## src/rtl/imem_loader.sv

```systemverilog
// imem_loader: streams a program image, one byte per valid/ready transfer,
// into the processor instruction memory. The processor is held with its PC
// at 0 until the whole image has been written.
//
// Byte stream: count word N (high byte, low byte), then N data words, each
// sent high byte first.
//
// Build option IMEM_LOADER_CHKSUM_EN: one trailing checksum word is expected
// after the data words. It must equal the 16-bit wrap-around sum of all the
// data words, otherwise the load ends in ERROR.
//
// Handshake: a byte moves when byte_valid and byte_ready are both 1 at a
// rising clk edge. byte_ready depends only on the state and on rst, never on
// byte_valid. byte_valid low simply stalls the loader, for any number of cycles.
module imem_loader (
  input  logic        clk,
  input  logic        rst,
  input  logic        byte_valid,
  input  logic [7:0]  byte_data,
  output logic        byte_ready,
  output logic        wr_en,
  output logic [8:0]  wr_addr,
  output logic [15:0] wr_data,
  output logic        cpu_hold,
  output logic        done,
  output logic        err
);

  localparam logic [2:0] S_LOAD_CNT  = 3'd0;
  localparam logic [2:0] S_LOAD_WORD = 3'd1;
`ifdef IMEM_LOADER_CHKSUM_EN
  localparam logic [2:0] S_CHK       = 3'd2;
`endif
  localparam logic [2:0] S_DONE      = 3'd3;
  localparam logic [2:0] S_ERROR     = 3'd4;

  // Largest program that fits the 9-bit instruction address space.
  localparam logic [15:0] MAX_WORDS  = 16'd512;

  logic [2:0]  state_q, state_d;
  logic        phase_q, phase_d;     // 0: next byte is a high byte
  logic [7:0]  hi_q, hi_d;           // high byte of the word being assembled
  logic [9:0]  cnt_q, cnt_d;         // N, limited to 1..512 once loading
  logic [9:0]  idx_q, idx_d;         // index of the next data word
  logic        wr_en_q, wr_en_d;
  logic [8:0]  wr_addr_q, wr_addr_d;
  logic [15:0] wr_data_q, wr_data_d;
  logic        done_q, done_d;
  logic        err_q, err_d;
`ifdef IMEM_LOADER_CHKSUM_EN
  logic [15:0] sum_q, sum_d;
`endif

  logic        accept;
  logic [15:0] word;

  // A byte is taken in every state except the two terminal ones. Holding
  // ready low during rst keeps stray bytes from being taken while in reset.
  always_comb begin
    byte_ready = 1'b0;
    if (!rst) begin
      byte_ready = (state_q == S_LOAD_CNT) || (state_q == S_LOAD_WORD)
`ifdef IMEM_LOADER_CHKSUM_EN
                   || (state_q == S_CHK)
`endif
                   ;
    end
  end

  assign accept   = byte_valid & byte_ready;
  assign word     = {hi_q, byte_data};
  assign wr_en    = wr_en_q;
  assign wr_addr  = wr_addr_q;
  assign wr_data  = wr_data_q;
  assign done     = done_q;
  assign err      = err_q;
  assign cpu_hold = ~done_q;

  // Next-state logic. Each word completes on its low byte. The write strobe
  // is registered, so it is high only in the cycle after that low byte.
  always_comb begin
    state_d   = state_q;
    phase_d   = phase_q;
    hi_d      = hi_q;
    cnt_d     = cnt_q;
    idx_d     = idx_q;
    wr_en_d   = 1'b0;
    wr_addr_d = wr_addr_q;
    wr_data_d = wr_data_q;
    done_d    = done_q;
    err_d     = err_q;
`ifdef IMEM_LOADER_CHKSUM_EN
    sum_d     = sum_q;
    if (state_q == S_LOAD_CNT) begin
      sum_d = 16'd0;
    end
`endif

    if (accept) begin
      phase_d = ~phase_q;
      if (!phase_q) begin
        hi_d = byte_data;
      end else begin
        case (state_q)
          S_LOAD_CNT: begin
            if (word == 16'd0) begin
`ifdef IMEM_LOADER_CHKSUM_EN
              state_d = S_CHK;
`else
              state_d = S_DONE;
              done_d  = 1'b1;
`endif
            end else if (word > MAX_WORDS) begin
              state_d = S_ERROR;
              err_d   = 1'b1;
            end else begin
              state_d = S_LOAD_WORD;
              cnt_d   = word[9:0];
              idx_d   = 10'd0;
            end
          end
          S_LOAD_WORD: begin
            wr_en_d   = 1'b1;
            wr_addr_d = idx_q[8:0];
            wr_data_d = word;
            idx_d     = idx_q + 10'd1;
`ifdef IMEM_LOADER_CHKSUM_EN
            sum_d     = sum_q + word;
`endif
            if (idx_q == cnt_q - 10'd1) begin
`ifdef IMEM_LOADER_CHKSUM_EN
              state_d = S_CHK;
`else
              state_d = S_DONE;
              done_d  = 1'b1;
`endif
            end
          end
`ifdef IMEM_LOADER_CHKSUM_EN
          S_CHK: begin
            if (word == sum_q) begin
              state_d = S_DONE;
              done_d  = 1'b1;
            end else begin
              state_d = S_ERROR;
              err_d   = 1'b1;
            end
          end
`endif
          default: begin
            state_d = state_q;
          end
        endcase
      end
    end
  end

  // State registers with synchronous reset. A partial word is dropped on
  // reset. Memory that has already been written is left untouched.
  always_ff @(posedge clk) begin
    if (rst) begin
      state_q   <= S_LOAD_CNT;
      phase_q   <= 1'b0;
      hi_q      <= 8'd0;
      cnt_q     <= 10'd0;
      idx_q     <= 10'd0;
      wr_en_q   <= 1'b0;
      wr_addr_q <= 9'd0;
      wr_data_q <= 16'd0;
      done_q    <= 1'b0;
      err_q     <= 1'b0;
`ifdef IMEM_LOADER_CHKSUM_EN
      sum_q     <= 16'd0;
`endif
    end else begin
      state_q   <= state_d;
      phase_q   <= phase_d;
      hi_q      <= hi_d;
      cnt_q     <= cnt_d;
      idx_q     <= idx_d;
      wr_en_q   <= wr_en_d;
      wr_addr_q <= wr_addr_d;
      wr_data_q <= wr_data_d;
      done_q    <= done_d;
      err_q     <= err_d;
`ifdef IMEM_LOADER_CHKSUM_EN
      sum_q     <= sum_d;
`endif
    end
  end

endmodule

```

## config.mk

```make
export PLATFORM = sky130hd
export DESIGN_NAME = imem_loader
export DESIGN_NICKNAME = d
export VERILOG_FILES = /design/src/rtl/imem_loader.sv
export SDC_FILE = /design/constraint.sdc
export NUM_CORES = 1
export LEC_CHECK = 0
export ABC_CLOCK_PERIOD_IN_PS = 2520
export CORE_MARGIN = 2
export CORE_UTILIZATION = 62
export DETAILED_ROUTE_END_ITERATION = 16
export DONT_BUFFER_PORTS = 1
export GPL_TIMING_DRIVEN = 0
export PLACE_DENSITY = 0.8
export SYNTH_ARGS = -nofsm -noshare
export SYNTH_HDL_FRONTEND = slang
export SYNTH_SLANG_ARGS = --single-unit
```

## constraint.sdc

```tcl
create_clock -name clk -period 2.52 [get_ports clk]
set_input_delay 0.252 -clock clk [delete_from_list [all_inputs] [get_ports clk]]
set_output_delay 0.252 -clock clk [all_outputs]
set_load 0.05 [all_outputs]
```

==> impl_metrics.csv, run 1 <==
group,metric,value,unit
outcome,status,"completed",
sta,final_max_slew_viol_count,0,
detailed_routing,wirelength,5962,um
pwr,power_density,696.0,nW/um2
logic_synthesis,yosys_warnings,0,
clocking,cts_setup_buffers,0,
min_path,hold_class,"in -> reg",
detailed_routing,via_per_inst,5.638,
logic_synthesis,ys_seq_area_share,44.47,%
logic_synthesis,async_reset_ff_share,0,%
clocking,cts.sink_count,60,
clocking,ctsHoldBuffers,0,
detailed_routing,drtAntennaViolNets,0,
sta,worstMarginPinSlew,1.410,ns
sta,setup_viol,0,
sta,rsz0062_at_grt,"no",
sta,setup-tns-final,0,ns
clocking,clock_latency,0.34,ns
clocking,cts_resized,0,
floorplanning,die_h,70.01,um
sta,skew,0.004097,ns
detailed_routing,firstDrtPassIters,5,
floorplanning,dieArea,4901,um2
grt,grt-ovfl-total,0,
placement,place_congestion,0.8974,
pwr,ir_worst_vdd,0.4763,mV
grt,grt_first_pass_wirelength,10080,um
clocking,htreeDepth,3,
final_layout,areaGrowthSynthToFinish,10.38,%
placement,port_buffers,0,
final_layout,layout-drive-gt1-share,7.514,%
grt,grt_usage,26.42,%
final_layout,final_nets,355,
placement,dp_slack,0.4513,ns
detailed_routing,drc,0,
setup_path,required,2.78,ns
detailed_routing,dr_total_vias,2244,
clocking,cts_tree,"yes",
setup_path,crit_type,"reg -> reg",
clocking,cts-root-buf,"clkbuf_8",
sta,hold_viol_final,0,
logic_synthesis,synthesis.nets,344,
pwr,p_leak,1.088,nW
run,max_cap_viol_count,0,
sta,relSlewSlack,5.264,%
floorplanning,fp.dieW,70.01,um
logic_synthesis,syn_inst,331,
setup_path,start_kind,"flip-flop",
setup_path,end_kind,"flip-flop",
detailed_routing,avgRoutedWirePerCell,14.98,um
sta,period_needed,2.119,ns
final_layout,n_fill_cell,355,
floorplanning,ios,41,
final_layout,num_antenna_cells,0,
sta,worst_slack,0.4007,ns
grt,grt_pass1_vias,2152,
logic_synthesis,yosysUniqueCellTypes,43,
sta,post-route-period-util,84.10,%
logic_synthesis,synth_edf_count,0,
floorplanning,initial_core_util,63.35,%
floorplanning,rows,24,
placement,hpwl,4229,um
detailed_routing,drt_iter0_markers,212,
logic_synthesis,ys_seq_elements,60,
clocking,ctsLongestPathBuffers,2,
logic_synthesis,ys.flop_type,"dfxtp_1",
clocking,cts.reportedPaths.clkPinSlew,0.07,ns
sta,max_freq,471.8,MHz
clocking,cts_buffers,9,
grt,antenna_found_initial,0,
logic_synthesis,synth.avg_cell_area,8.161,um2
setup_path,cp_max_fo,9,
grt,grt_max_degree,11,
setup_path,cp.arrival,2.38,ns
floorplanning,core-area,4264,um2
logic_synthesis,synth_area,2701,um2
## worst paths after layout
| path | start | to | slack [ns] | cells past startpoint |
|---|---|---|---|---|
| worst max register to register | cnt_q[0] | state_q[1] | 0.40 | 8 |
| worst min register to register | cnt_q[9] | cnt_q[9] | 0.47 | 2 |
| worst max-delay path | cnt_q[0] | state_q[1] | 0.40 | 8 |
| worst min-delay path | byte_data[3] | wr_data[3] | 0.04 | 2 |
## layer usage
metal	GRT usage [%]	routed length [um]	vias up
met1	32.53	2663	1041
li1	-	-	1141
met4	11.97	90	0
met5	0	0	-
met2	42.33	2887	52
met3	8.369	320	10
## sequential cells by signal (all words and copies together) (netlist names), 3 cells and up
name,count
wr_data,16
hi_q,8
cnt_q,10
idx_q,10
wr_addr,9
state_q,3
## where the power goes
group | internal, W | switching [W]
Clock | 0.000578 | 0.000372
Combinational | 0.0000526 | 0.0000814
Sequential | 0.000964 | 0.0000266
## area by class of cell
cell class / instances / area (um2) / share of cell area (%)
Buffer: 20 / 91.34 / 3.063
Clock buffer: 11 / 141.4 / 4.742
Clock inverter: 4 / 73.82 / 2.476
Inverter: 10 / 38.79 / 1.301
Multi-Input combinational cell: 241 / 1370 / 45.95
Sequential cell: 60 / 1201 / 40.29
Tap cell: 52 / 65.06 / 2.182
## logic make-up (layout without fill, tap and decap cells)
group                      count (synthesis)  count (layout)  synth area share (%)
AOI/OAI and AO/OA                         61              61                 13.66
xor gates and xnor gates                  23              23                 7.457
muxes                                      9               9                 3.335
buffers and inverters                     30              45                 4.817
and+or+nand+nor                          146             146                 25.34
DFF                                       60              60                 44.46
adders and majority gates                  2               2                0.9262
## Yosys cell counts (2+ instances only)
cell type  instances  area, um2
clkbuf_1          12      45.04
nor4_2             2      25.02
xor2_1            14      122.6
o21ai_0            6      30.03
nand4_1            3      18.77
nor2_1            26      97.59
nor4_1             2      12.51
or3_1              2      12.51
nor3_1             9      45.04
buf_2              4      20.02
nand3_1            3      15.01
and3_1             6      37.54
xnor2_1            9      78.83
nand2_1           79      296.5
a21oi_1           39      195.2
mux2i_1            9      90.09
nand4b_1           3      26.28
ha_1               2      25.02
nand3b_1           3      22.52
dfxtp_1           60       1201
o2111ai_1          6      52.55
nand2b_1           2      12.51
inv_1              9      33.78
buf_1              2      7.510
## worst max-delay path, stage by stage, from the launching register on
cell and delay, ns:
dfxtp_1 0.38, inv_1 0.08, ha_1 0.13, clkbuf_1 0.30, or4b_1 0.48, a311oi_1 0.25
a211o_1 0.16, a31oi_1 0.08, nor3_1 0.17
## through the flow
stage | instances | utilization (%) | instance area, um2 | hold WS [ns] | power [W]
6_report | 398 | 69.92 | 2982 | 0.04371 | 0.002075
3_3_place_gp | 383 | 64.88 | 2766 | 0.3895 | 0.001142
2_1_floorplan | 331 | - | 2701 | 0.3880 | 0.001117
5_1_grt | 398 | 69.92 | 2982 | 0.03319 | 0.002145
3_5_place_dp | 383 | 64.88 | 2766 | 0.3969 | 0.001145
4_1_cts | 398 | 69.92 | 2982 | 0.04165 | 0.002077
## placed cells by master, fill, tap and decap left out, types with 2 or more instances in the layout
| master | count |
|---|---|
| nand2_1 | 79 |
| dfxtp_1 | 60 |
| a21oi_1 | 39 |
| nor2_1 | 26 |
| xor2_1 | 14 |
| clkbuf_1 | 13 |
| clkbuf_8 | 10 |
| nor3_1 | 9 |
| inv_1 | 9 |
| mux2i_1 | 9 |
| xnor2_1 | 9 |
| and3_1 | 6 |
| o21ai_0 | 6 |
| o2111ai_1 | 6 |
| buf_2 | 4 |
| nand4_1 | 3 |
| nand3_1 | 3 |
| nand3b_1 | 3 |
| nand4b_1 | 3 |
| buf_1 | 2 |
| nor4_2 | 2 |
| nor4_1 | 2 |
| nand2b_1 | 2 |
| clkinv_2 | 2 |
| or3_1 | 2 |
| ha_1 | 2 |
| bufinv_16 | 2 |
Note: power is estimated with default switching activity, not from simulation.
==> run 2, diff against run 1 <==
Settings changed: ABC_CLOCK_PERIOD_IN_PS 2520 to 1900, CORE_UTILIZATION 62 to 56, PLACE_DENSITY 0.8 to 0.76.
Clock period 2.52 ns to 1.9 ns, I/O delays scaled along.
==> impl_metrics.csv, run 2 (synthesis results as in run 1) <==
group,metric,value,unit
setup_path,required,2.16,ns
final_layout,final_common_cell,"nand2_1",
min_path,hold_class,"in -> reg",
clocking,cts.sink_count,60,
clocking,cts_tree,"yes",
detailed_routing,drtAntennaViolNets,0,
grt,grt_pass1_vias,2121,
min_path,worstHoldEndpoint,"wr_data[2]",
min_path,min-delay-start,"byte_data[2]",
detailed_routing,avgRoutedWirePerCell,16.06,um
pwr,totalPowerFinal,0.002796,W
floorplanning,core-area,4692,um2
detailed_routing,firstDrtPassIters,4,
sta,final_max_slew_viol_count,0,
setup_path,r2r_start,"hi_q[1]",
sta,holdWs,0.009380,ns
sta,relSlewSlack,44.32,%
final_layout,stdcell_area,3224,um2
grt,antenna_found_initial,0,
floorplanning,initial_core_util,57.57,%
floorplanning,dieArea,5396,um2
grt,grt_first_pass_wirelength,10100,um
setup_path,cp.arrival,2.13,ns
final_layout,areaGrowthSynthToFinish,19.36,%
floorplanning,rows,25,
grt,grt_max_degree,11,
sta,post-route-period-util,98.08,%
placement,port_buffers,0,
detailed_routing,drt_iter0_markers,134,
setup_path,crit_type,"reg -> reg",
setup_path,r2r_end,"idx_q[8]",
floorplanning,fp.dieW,73.46,um
floorplanning,ios,41,
setup_path,crit_path_cell_trace,"or3_4 > a31o_1 > a21oi_4 > o2111ai_2 > or3_1 > a21oi_2",
sta,period_needed,1.863,ns
detailed_routing,drc,0,
setup_path,cp_max_fo,6,
setup_path,reg2reg_depth,6,
clocking,cts-root-buf,"clkbuf_8",
detailed_routing,dr_total_vias,2385,
run,max_cap_viol_count,0,
outcome,status,"completed",
detailed_routing,via_per_inst,5.789,
sta,setup_viol,0,
sta,rsz0062_at_grt,"yes",
grt,grt_usage,24.66,%
clocking,cts.reportedPaths.clkPinSlew,0.06,ns
pwr,ir_worst_vdd,0.7396,mV
placement,place_congestion,0.9208,
sta,worst_slack,0.03652,ns
clocking,htreeDepth,3,
placement,dpl_cell_area,2769,um2
setup_path,r2r_slack,0.04,ns
final_layout,largest_reg_flops,16,
setup_path,start_kind,"flip-flop",
sta,max_freq,536.6,MHz
final_layout,final_cell_mix,"79 x nand2_1, 53 x dfxtp_1, 38 x a21oi_1",
sta,hold_viol_final,0,
pwr,p_leak,1.175,nW
detailed_routing,wirelength,6618,um
setup_path,max_stage_delay,0.38,ns
clocking,ctsLongestPathBuffers,2,
clocking,cts_buffers,9,
sta,skew,0.004243,ns
setup_path,slowest_stage,"or3_4",
sta,worstMarginPinSlew,0.8307,ns
grt,grt-ovfl-total,0,
placement,hpwl,4359,um
floorplanning,die_h,73.46,um
pwr,power_density,867.1,nW/um2
min_path,min_delay_path_depth,2,
final_layout,final_nets,366,
clocking,clock_latency,0.33,ns
setup_path,end_kind,"flip-flop",
final_layout,num_antenna_cells,0,
final_layout,layout-drive-gt1-share,15.64,%
placement,dp_slack,-0.2039,ns
run 2: layout make-up:
type / instances / area (um2)
Fill cell: 385 / 1468
Multi-Input combinational cell: 241 / 1463
Sequential cell: 60 / 1215
Clock buffer: 12 / 145.1
Timing Repair Buffer: 15 / 133.9
Buffer: 16 / 82.58
Clock inverter: 4 / 72.57
Tap cell: 54 / 67.56
Inverter: 10 / 45.04
run 2: how the worst max path moves through the flow:
stage	from	endpoint	slack [ns]	cells past startpoint
finish	hi_q[1]	idx_q[8]	0.04	6
global route	hi_q[0]	cnt_q[2]	-0.04	7
CTS	cnt_q[0]	state_q[1]	-0.003	7
detailed placement	cnt_q[0]	state_q[1]	-0.20	8
global placement	cnt_q[0]	state_q[1]	-0.14	8
floorplan	cnt_q[0]	state_q[1]	0.04	8
run 2: layer usage:
layer	up-vias	global-route usage (%)	share of wire [%]	routed length [um]
met3	13	8.230	5.9	389
met4	0	8.687	1.7	110
met2	53	40.38	50	3340
li1	1167	-	-	-
met1	1152	30.19	42	2777
met5	-	0	0	0
run 2: metrics by stage:
| stage | util [%] | std cells | TNS (ns) |
|---|---|---|---|
| after global routing | 68.72 | 412 | -0.1706 |
| after global placement | 59.01 | 385 | -2.699 |
| final | 68.72 | 412 | 0 |
| after CTS | 65.97 | 407 | -0.003341 |
| after detailed placement | 59.01 | 385 | -3.751 |
| after floorplan | - | 331 | 0 |
run 2: timing repair:
| item | CTS | global route |
|---|---|---|
| setup buffers | 2 | 6 |
| setup endpoints to repair | 41 | 40 |
| hold buffers | 7 | 0 |
| endpoints found under the hold margin | 14 | 0 |
| gates resized for setup | 7 | 30 |
| pin swaps | 2 | 10 |
run 2: worst max-delay path: cells and delay by family (launching register included):
family / cells / cell delay [ns]
AO/OA/AOI/OAI: 4 / 0.69
flip-flops: 1 / 0.36
AND/OR/NAND/NOR: 2 / 0.73
run 2: where the power goes:
group | internal, W | total, W | switching, W
clock network | 0.000773 | 0.00126 | 0.000484
registers | 0.00128 | 0.00132 | 0.0000385
logic | 0.0000989 | 0.000223 | 0.000124
==> patch: new RTL, flow settings as in run 1 <==
The option `IMEM_LOADER_CHKSUM_EN` is turned on by a define.
--- a/src/rtl/imem_loader.sv
+++ b/src/rtl/imem_loader.sv
@@ -12,6 +12,8 @@
 // Handshake: a byte moves when byte_valid and byte_ready are both 1 at a
 // rising clk edge. byte_ready depends only on the state and on rst, never on
 // byte_valid. byte_valid low simply stalls the loader, for any number of cycles.
+`define IMEM_LOADER_CHKSUM_EN
+
 module imem_loader (
   input  logic        clk,
   input  logic        rst,
Check against the original RTL: not equivalent (Yosys sat finds a counterexample within 4 cycles, from zero or initial values and one cycle with rst high).
==> patch against run 1 <==
  * The run now ends with design-rule violations left
  * Non-clock buffer count grew 12
  * Worst setup slack worse by 0.31 ns
  * Clock power grew 3.4%
  * Cell area is 51% higher
  * Die area is 50% higher
  * Routed wire length is 88% higher
  * Sequential cell count grew 16
  * Area after synthesis is 54% higher
  * Total power rose by 16%
  * Critical path type unchanged
==> patch: results (changes against run 1) <==
worst_hold_path:
  hold_start: "byte_data[0]"
  holdPathEnd: "wr_data[0]"
global_route:
  grt_pass1_wl_um: 18300  # +81%
  grt_pass1_vias: 3735  # +74%
  grtUsageTotal: 0.317  # +0.0527
  grtUsageMet2: 0.538  # +0.114
  grt_max_degree: 16  # +5
route:
  dr_wl_met2_um: 5550  # +92%
  drt_iter0_markers: 410  # +93%
  vias: 3827  # +71%
  wl_met3_um: 773  # +140%
  drc: 2  # +2
  m1WireLength_um: 4450  # +67%
  firstDrtPassIters: 11  # +6
timing:
  max-slew-margin-rel: 0.454  # +0.401
clock_tree:
  cts_setup_buffers: 2  # +2
  cts_resized: 5  # +5
  clk_latency_ns: 0.37  # +0.03 ns
  cts.clk_slew.worst_paths_ns: 0.09  # +0.02 ns
setup_path:
  timing.rr.start: "hi_q[1]"
  r2r_end: "state_q[0]"
  slowest_delay_ns: 0.55  # +0.07 ns
  slowest_stage: "or4_1"
  critPathArrivalTime_ns: 2.75  # +0.37 ns
  path_max_fanout: 7  # -2
run_status:
  failed_checks: "design-rule violations"
  status: "finished, violations left"
synthesis:
  ys_types: 58  # +35%
  yosys-top-cells-area: "dfxtp_1 37%, nand2_1 7.1%, a21oi_1 6.4%, mux2i_1 5.3%, ha_1 5.1%"
  postSynthCellCount: 504  # +52%
  ys_seq_area_frac: 0.366  # -0.0785
placement:
  place_hpwl_um: 8080  # +91%
  place_area_um2: 4250  # +54%
  place_inst: 581  # +52%
  gp_congestion: 0.980  # +9.2%
cells_and_area:
  drive_above_1_share: 0.0998  # +0.0247
  nets: 545  # +54%
  stdcell_count: 598  # +50%
pwr:
  powerSeq_uw: 1230  # +24%
  switching_share: 0.271  # +0.0402
  switching_power_uw: 654  # +36%
==> patch: how the worst max path moves through the flow <==
stage                    start         end  slack (ns)
finish                 hi_q[1]  state_q[0]        0.09
global route           hi_q[2]  state_q[0]       -0.03
CTS                 state_q[1]  state_q[0]       -0.01
detailed placement  state_q[1]  state_q[0]        -0.1
global placement       hi_q[1]         err       -0.09
floorplan           state_q[1]  state_q[0]        0.30
==> patch: cells by family after synthesis <==
| family | Yosys count | synth area share |
|---|---|---|
| xor+xnor | 31 | 0.0653 |
| mux | 22 | 0.0530 |
| buf+inv | 43 | 0.0443 |
| compound gates | 121 | 0.185 |
| fa+ha+maj | 18 | 0.0560 |
| flops | 76 | 0.366 |
| simple gates | 193 | 0.230 |
==> patch: cell type report <==
class                      count  area, um2  share of cell area
multi-input combinational    385       2480               0.551
sequential                    76       1520               0.338
buffer                        29        131              0.0291
clock buffer                   9        124              0.0275
tap                           77       96.3              0.0214
clock inverter                 7       82.6              0.0183
inverter                      12       45.0             0.00999
timing repair buffer           3       22.5             0.00499
